**src/rtl/posit_field_extract.sv**
```systemverilog
// Posit field extraction: splits a pre-decoded posit into sign, regime k, exponent and mantissa.
// Optional POSIT_EXTRACT_SPECIAL_EN adds out_zero/out_nar flags for the all-zero remainder patterns.
module posit_field_extract #(
   parameter int N  = 8,
   parameter int ES = 3,
   parameter int RS = $clog2(N)
) (
   input  logic                 clk,
   input  logic                 rst,
   input  logic                 in_valid,
   output logic                 in_ready,
   input  logic                 in_sign,
   input  logic [N-2:0]         in_remain,
   input  logic [RS:0]          in_endpos,
   input  logic                 in_rc,
   output logic                 out_valid,
   input  logic                 out_ready,
   output logic                 out_sign,
   output logic signed [RS:0]   out_k,
   output logic [ES-1:0]        out_exp,
   output logic [N-ES-3:0]      out_mant
`ifdef POSIT_EXTRACT_SPECIAL_EN
   ,
   output logic                 out_zero,
   output logic                 out_nar
`endif
);

   localparam int KW = RS + 1;
   localparam int MW = N - ES - 2;
   localparam int FW = N - ES - 3;
   localparam int AW = N - 3;

   function automatic logic [KW-1:0] run_length(input logic [N-2:0] rem,
                                                input logic [KW-1:0] endpos,
                                                input logic          rc);
      if (endpos == KW'(N-2) && rem[0] == rc)
         return KW'(N-1);
      return endpos;
   endfunction

   function automatic logic signed [KW-1:0] regime_k(input logic [KW-1:0] m,
                                                     input logic          rc);
      return rc ? $signed(m - KW'(1)) : $signed(KW'(0) - m);
   endfunction

   // At most N-1 bits can be consumed: a saturated run has no terminating bit.
   function automatic logic [N-2:0] align_remainder(input logic [N-2:0]  rem,
                                                    input logic [KW-1:0] m);
      logic [KW-1:0] shamt;
      shamt = (m >= KW'(N-1)) ? KW'(N-1) : m + KW'(1);
      return rem << shamt;
   endfunction

   logic                 vld_p1, vld_p2;
   logic                 adv_p1, adv_p2;
   logic                 sign_p1, sign_p2;
   logic signed [KW-1:0] k_p1, k_p2;
   logic [AW-1:0]        rem_p1;
   logic [ES-1:0]        exp_p2;
   logic [MW-1:0]        mant_p2;

   logic [KW-1:0]        m_c;
   logic signed [KW-1:0] k_c;
   logic [N-2:0]         aligned_c;
   logic [ES-1:0]        exp_c;
   logic [MW-1:0]        mant_c;
   logic [1:0]           unused_aligned;

   assign adv_p2   = !vld_p2 || out_ready;
   assign adv_p1   = !vld_p1 || adv_p2;
   assign in_ready = adv_p1;

   // The two lowest aligned bits are always shifted-in zeros.
   assign unused_aligned = aligned_c[1:0];

`ifdef POSIT_EXTRACT_SPECIAL_EN
   logic zero_c, nar_c, special_c;
   logic zero_p1, nar_p1, zero_p2, nar_p2;

   assign special_c = (in_remain == '0);
   assign zero_c    = special_c && !in_sign;
   assign nar_c     = special_c && in_sign;

   always_comb begin
      m_c       = run_length(in_remain, in_endpos, in_rc);
      k_c       = regime_k(m_c, in_rc);
      aligned_c = align_remainder(in_remain, m_c);
      if (special_c) begin
         k_c       = '0;
         aligned_c = '0;
      end
   end
`else
   always_comb begin
      m_c       = run_length(in_remain, in_endpos, in_rc);
      k_c       = regime_k(m_c, in_rc);
      aligned_c = align_remainder(in_remain, m_c);
   end
`endif

   // ---- stage 1: sign, k, aligned remainder ----
   always_ff @(posedge clk) begin
      if (rst)
         vld_p1 <= 1'b0;
      else if (adv_p1)
         vld_p1 <= in_valid;
   end

   always_ff @(posedge clk) begin
      if (adv_p1 && in_valid) begin
         sign_p1 <= in_sign;
         k_p1    <= k_c;
         rem_p1  <= aligned_c[N-2:2];
`ifdef POSIT_EXTRACT_SPECIAL_EN
         zero_p1 <= zero_c;
         nar_p1  <= nar_c;
`endif
      end
   end

   always_comb begin
      exp_c  = rem_p1[AW-1 -: ES];
      mant_c = {1'b1, rem_p1[AW-1-ES -: FW]};
`ifdef POSIT_EXTRACT_SPECIAL_EN
      if (zero_p1 || nar_p1)
         mant_c = '0;
`endif
   end

   // ---- stage 2: split exponent / mantissa ----
   always_ff @(posedge clk) begin
      if (rst) begin
         vld_p2  <= 1'b0;
         sign_p2 <= 1'b0;
         k_p2    <= '0;
         exp_p2  <= '0;
         mant_p2 <= '0;
`ifdef POSIT_EXTRACT_SPECIAL_EN
         zero_p2 <= 1'b0;
         nar_p2  <= 1'b0;
`endif
      end else if (adv_p2) begin
         vld_p2 <= vld_p1;
         if (vld_p1) begin
            sign_p2 <= sign_p1;
            k_p2    <= k_p1;
            exp_p2  <= exp_c;
            mant_p2 <= mant_c;
`ifdef POSIT_EXTRACT_SPECIAL_EN
            zero_p2 <= zero_p1;
            nar_p2  <= nar_p1;
`endif
         end
      end
   end

   assign out_valid = vld_p2;
   assign out_sign  = sign_p2;
   assign out_k     = k_p2;
   assign out_exp   = exp_p2;
   assign out_mant  = mant_p2;
`ifdef POSIT_EXTRACT_SPECIAL_EN
   assign out_zero  = zero_p2;
   assign out_nar   = nar_p2;
`endif

endmodule

```
**config.mk**
```make
export PLATFORM = sky130hd
export DESIGN_NAME = posit_field_extract
export DESIGN_NICKNAME = d
export VERILOG_FILES = /design/src/rtl/posit_field_extract.sv
export SDC_FILE = /design/constraint.sdc
export NUM_CORES = 1
export LEC_CHECK = 0
export ABC_CLOCK_PERIOD_IN_PS = 6700
export CORE_MARGIN = 2
export CORE_UTILIZATION = 52
export DETAILED_ROUTE_END_ITERATION = 6
export HOLD_SLACK_MARGIN = 0.03
export PLACE_DENSITY = 0.8
export SYNTH_ARGS = -nofsm -noshare
export SYNTH_HDL_FRONTEND = slang
export SYNTH_SLANG_ARGS = --single-unit
```
**constraint.sdc**
```tcl
create_clock -name clk -period 6.7 [get_ports clk]
set_input_delay 1.005 -clock clk [delete_from_list [all_inputs] [get_ports clk]]
set_output_delay 1.005 -clock clk [all_outputs]
set_load 0.005 [all_outputs]
```
After elaboration in Yosys (flattened, before gate mapping). Index checks and enable logic that the tools add are counted.

Logic and storage cells: 28. Input port bits: 17. Flip-flop bits (word level): 23. Output and inout port bits: 13.

Mux-type cells: 5. Order comparisons: 1. $add $sub $neg: 3. Reductions and logical operators: 7. Equality and inequality tests: 2. Shift-type cells: 1.

Operators by type and width (number): $mux W4 (4); $shl A7 B4 Y7 (1); $add A4 B1 Y4 const B (1); $eq A4 B3 Y1 const B (1); $ge A4 B3 Y1 const B (1); $sub A1 B4 Y4 const A (1); $sub A4 B1 Y4 const B (1); $logic_and A1 B1 Y1 (2); $logic_not A1 Y1 (2); $logic_or A1 B1 Y1 (2); $reduce_and A2 Y1 (1); $eq A1 B1 Y1 (1); $mux W1 (1).

Depth between registers and ports, before layout.
Word-level depth: 7. Gate-level depth with buffers: 11. Depth with buffers taken out: 9.

Worst setup path after synthesis. No wires, ideal clock.

Kind: input -> register. Start point: input in_endpos[3]. End point: register rem_p1[2] (data pin). Stages on the path: 11. Arrival time: 2.942 ns. Path buffers: 2. Slack: 3.495 ns. Setup time: 0.263 ns. Required time: 6.437 ns. Cell sequence: buf_6 > and2b_2 > a31oi_4 > inv_2 > ha_1 > buf_6 > a211o_1 > o221ai_1 > mux2_4 > o21bai_1 > a22oi_1.

Cells in the longest elaborated chain, start to end: 7. Elaborated cells on any way between the ends: 8. Classes of those cells: add/sub (1); order compare (1); eq/ne (1); shift (1); mux (3); reduce/logical (1).

RTL lines: start: declaration (RTL line 14) `input logic [RS:0] in_endpos,`; $eq A4 B3 Y1 (RTL line 37) `if (endpos == KW'(N-2) && rem[0] == rc)`; $logic_and A1 B1 Y1 (RTL line 37); $mux W1 (RTL line 37); $mux W4 (*) (RTL line 39) `return endpos;`; $add A4 B1 Y4 / $ge A4 B3 Y1 (equally long branches) (RTL line 51) `shamt = (m >= KW'(N-1)) ? KW'(N-1) : m + KW'(1);`; $mux W4 (*) (RTL line 51); $shl A7 B4 Y7 (*) (RTL line 52) `return rem << shamt;`; end signal: assignment (RTL line 114) `rem_p1 <= aligned_c[N-2:2];`; end: declaration (RTL line 59) `logic [AW-1:0] rem_p1;`.

Mark *: on every way between the ends. The rest lies on a longest branch, timed or not. A chain may end at the register's enable or synchronous reset.

Final worst setup path. Same ends and word-level chain as after synthesis.

==> results.yml <==
outcome:
  run_status: "completed"
floorplanning:
  fp.dieH_um: 52.88
  initial_utilization: 0.5563
  num_io_pins: 30
  die_area_um2: 2796
  rows: 17
  core_um2: 2233
  dieWidth_um: 52.88
timing:
  slew_headroom: 0.5643
  slew_worst_pin_ns: 0.6536
  final.min_clock_period_ns: 3.665
  timing.final.crit_share: 0.5470
  finalSetupTns_ns: 0
  hold-worst-slack_ns: 0.4741
  worst_clock_skew_ns: 0.004765
  unrepaired_setup_endpoints_after_global_routing: "false"
  finalHoldViolations: 0
  achievable-frequency_mhz: 272.9
  setup_viol: 0
  finalMaxSlewViolations: 0
synth:
  yosys-mux-area-fraction: 0.1178
  postSynth.asyncResetShare: 0
  mappedNetlistNets: 132
  synth-simple-area-share: 0.1319
  largest_family_of_logic_cells_by_synthesized_area: "compound AO/OA/AOI/OAI gates"
  synth_ff_type: "sky130_fd_sc_hd__dfxtp_1"
  post_synth.cell_area_avg_um2: 10.90
  total_standard_cell_area_after_synthesis_um2: 1242
  synth_warnings: 0
  netlist_instances: 114
  compound_cell_area_share_of_the_yosys_netlist: 0.1732
  synth_fa_ha_area_frac: 0.01007
  synth-xor-area-share: 0.05740
  synth_seq_area_share: 0.4512
  ys_seq_elements: 23
  synth_enable_flop_cells: 10
  synth_cell_types: 46
global_route:
  largest_net_degree_at_the_start_of_global_routing: 14
  grt_usage: 0.1898
  grt-busiest-layer: "met2"
  globalRouteMet1Util: 0.2216
  grt_overflow: 0
  grtUsageMet3: 0.01695
  first_pass_grt_wire_length_um: 3926
  grt_pass1_vias: 895
  antenna_violations_before_repair: 0
  groute.layer.met2.usage: 0.3479
pwr:
  internal_power_w: 0.0002137
  pwr-share-clk: 0.209
  power_leakage_nw: 0.5956
  power.density_nw_per_um2: 186.0
  combinationalPowerShare: 0.232
  net-switching-power_w: 0.00007279
  p_seq_frac: 0.559
  sw_frac_of_total: 0.2540
  worst_vdd_ir_mv: 0.1179
worst_setup_path:
  slowest_delay_ns: 0.63
  worstSetupPathDepth: 10
  critical_path.reg2reg.startpoint: "out_valid"
  path_cells: "clkdlybuf4s50_1 > and2b_2 > a31oi_4 > inv_2 > ha_1 > a211o_1 > o221ai_1 > mux2_4 > o21bai_1 > a22oi_1"
  timing.critical_path.from: "in_endpos[3]"
  critical_path_peak_fanout: 9
  path_delay_family: "compound AO/OA/AOI/OAI gates"
  worstReg2RegEnd: "out_mant[0]"
  cpMaxStageDelayCell: "sky130_fd_sc_hd__clkdlybuf4s50_1"
  endpoint_kind: "register"
  start_kind: "input port"
  crit_type: "in -> reg"
  timing.reg2reg.setup_slack_ns: 5.11
  critical_path.n_buffers_inverters: 2
  worstPathRequired_ns: 6.75
  worstSetupEndpoint: "rem_p1[2]"
  r2r.worst_path.cells: 4
  cp_data_arrival_time_ns: 3.71
clocking:
  clock_latency_ns: 0.29
  cts.root.buffer_cell: "sky130_fd_sc_hd__clkbuf_4"
  cts.sinks: 23
  hold_buffers: 0
  cts_resized: 0
  cts-buffers-inserted: 3
  clk_path_buf_depth: 2
  cts_setup_buffers: 0
  clk_transition_reported_paths_ns: 0.12
  tritoncts: "yes"
  cts.htree.levels: 1
place:
  gpl.final_weighted_congestion: 0.9432
  port_buffers: 29
  hpwl_um: 1902
  placed_cells_incl_taps: 164
  detailed_place.area_um2: 1514
cells_and_area:
  syn2layout_area_growth_pct: 23.97
  design_area_um2: 1540
  fillerInstances: 185
  stdcell_count: 168
  layout_commonest_cell: "sky130_fd_sc_hd__clkdlybuf4s50_1"
  mostFrequentLayoutCells: "29 x sky130_fd_sc_hd__clkdlybuf4s50_1, 15 x sky130_fd_sc_hd__nor2_1, 13 x sky130_fd_sc_hd__dfxtp_1"
  drive_above_1_share: 0.1143
  post-route-util: 0.6896
  n_antenna_cell: 0
  nets: 159
detailed_routing:
  route.vias.total: 951
  drt-pass1-iter-count: 4
  post_detailed_routing_wire_length_um: 2411
  detail_route.iter0.violations: 19
  drtAntennaViolNets: 0
  detail_route.wl_per_cell_um: 14.35
  vias_per_cell: 5.661
  route.detailed.drc: 0
min_path:
  timing.hold.worst_path_depth: 2
  worstHoldPathType: "reg -> reg"
run:
  timing.max_cap.violations: 0
cells in the mapped netlist (2+ instances only):
master / n / area share
sky130_fd_sc_hd__a21oi_1: 5 / 0.020
sky130_fd_sc_hd__a31oi_1: 2 / 0.010
sky130_fd_sc_hd__and2_1: 2 / 0.010
sky130_fd_sc_hd__buf_6: 3 / 0.027
sky130_fd_sc_hd__clkbuf_1: 2 / 0.0060
sky130_fd_sc_hd__dfxtp_1: 13 / 0.21
sky130_fd_sc_hd__edfxtp_1: 10 / 0.24
sky130_fd_sc_hd__inv_1: 4 / 0.012
sky130_fd_sc_hd__mux2i_1: 12 / 0.097
sky130_fd_sc_hd__nand2_1: 4 / 0.012
sky130_fd_sc_hd__nor2_1: 15 / 0.045
sky130_fd_sc_hd__nor3_1: 2 / 0.0081
sky130_fd_sc_hd__o21ai_0: 3 / 0.012
sky130_fd_sc_hd__o21ai_1: 2 / 0.0081
sky130_fd_sc_hd__xnor2_1: 3 / 0.021
sky130_fd_sc_hd__xor2_1: 2 / 0.014
worst min-delay path: cells and delay by family, from the launching register on:
kind | cells | cell delay (ns)
flops | 1 | 0.33
buf+inv | 1 | 0.05
compound gates | 1 | 0.05
metal layers:
metal	up-vias	wire length, um
met5	-	0
met4	0	27
met3	2	159
met2	41	1255
met1	443	969
li1	465	-
area by class of cell:
class                           instances  area, um^2  share of cell area
Tap cell                               28       35.03             0.02275
Timing Repair Buffer                   29       290.3              0.1885
Inverter                                5       18.77             0.01219
Multi-Input combinational cell         79       609.3              0.3956
Clock buffer                            4       26.28             0.01706
Sequential cell                        23       560.5              0.3639
power groups by stage:
stage	registers, W	clock network [W]	logic (W)
4_1_cts	0.000160	0.0000629	0.0000664
5_1_grt	0.000161	0.0000675	0.0000721
2_1_floorplan	0.000163	0	0.0000417
6_report	0.000160	0.0000599	0.0000664
3_3_place_gp	0.000163	0	0.0000639
3_5_place_dp	0.000164	0	0.0000661
sequential cells by signal (all words and copies together), names as in the netlist:
register   flops
out_sign       1
out_k          4
k_p1           4
rem_p1         5
out_exp        3
sign_p1        1
out_mant       3
vld_p1         1
out_valid      1
how the worst min path moves through the flow:
stage / startpoint / endpoint / slack, ns
5_1_grt: out_mant[2] / out_mant[2] / 0.50
3_5_place_dp: out_mant[2] / out_mant[2] / 0.46
2_1_floorplan: out_mant[2] / out_mant[2] / 0.44
6_report: out_mant[2] / out_mant[2] / 0.47
4_1_cts: out_mant[2] / out_mant[2] / 0.48
3_3_place_gp: out_mant[2] / out_mant[2] / 0.43
through the flow:
| step | setup slack [ns] | total power [W] |
|---|---|---|
| global route | 2.872 | 0.0003008 |
| detailed placement | 2.746 | 0.0002298 |
| floorplan | 3.495 | 0.0002050 |
| finish | 3.035 | 0.0002865 |
| global placement | 2.814 | 0.0002269 |
| CTS | 3.084 | 0.0002897 |
cell families (layout without fill, tap and decap cells):
logic type	count (synthesis)	in the layout
AOI/OAI and AO/OA	26	26
xor gates and xnor gates	6	6
adders and majority gates	1	1
buffers and inverters	12	38
DFF	23	23
muxes	14	14
and+or+nand+nor	32	32
Power figures use the tool's default switching activity.
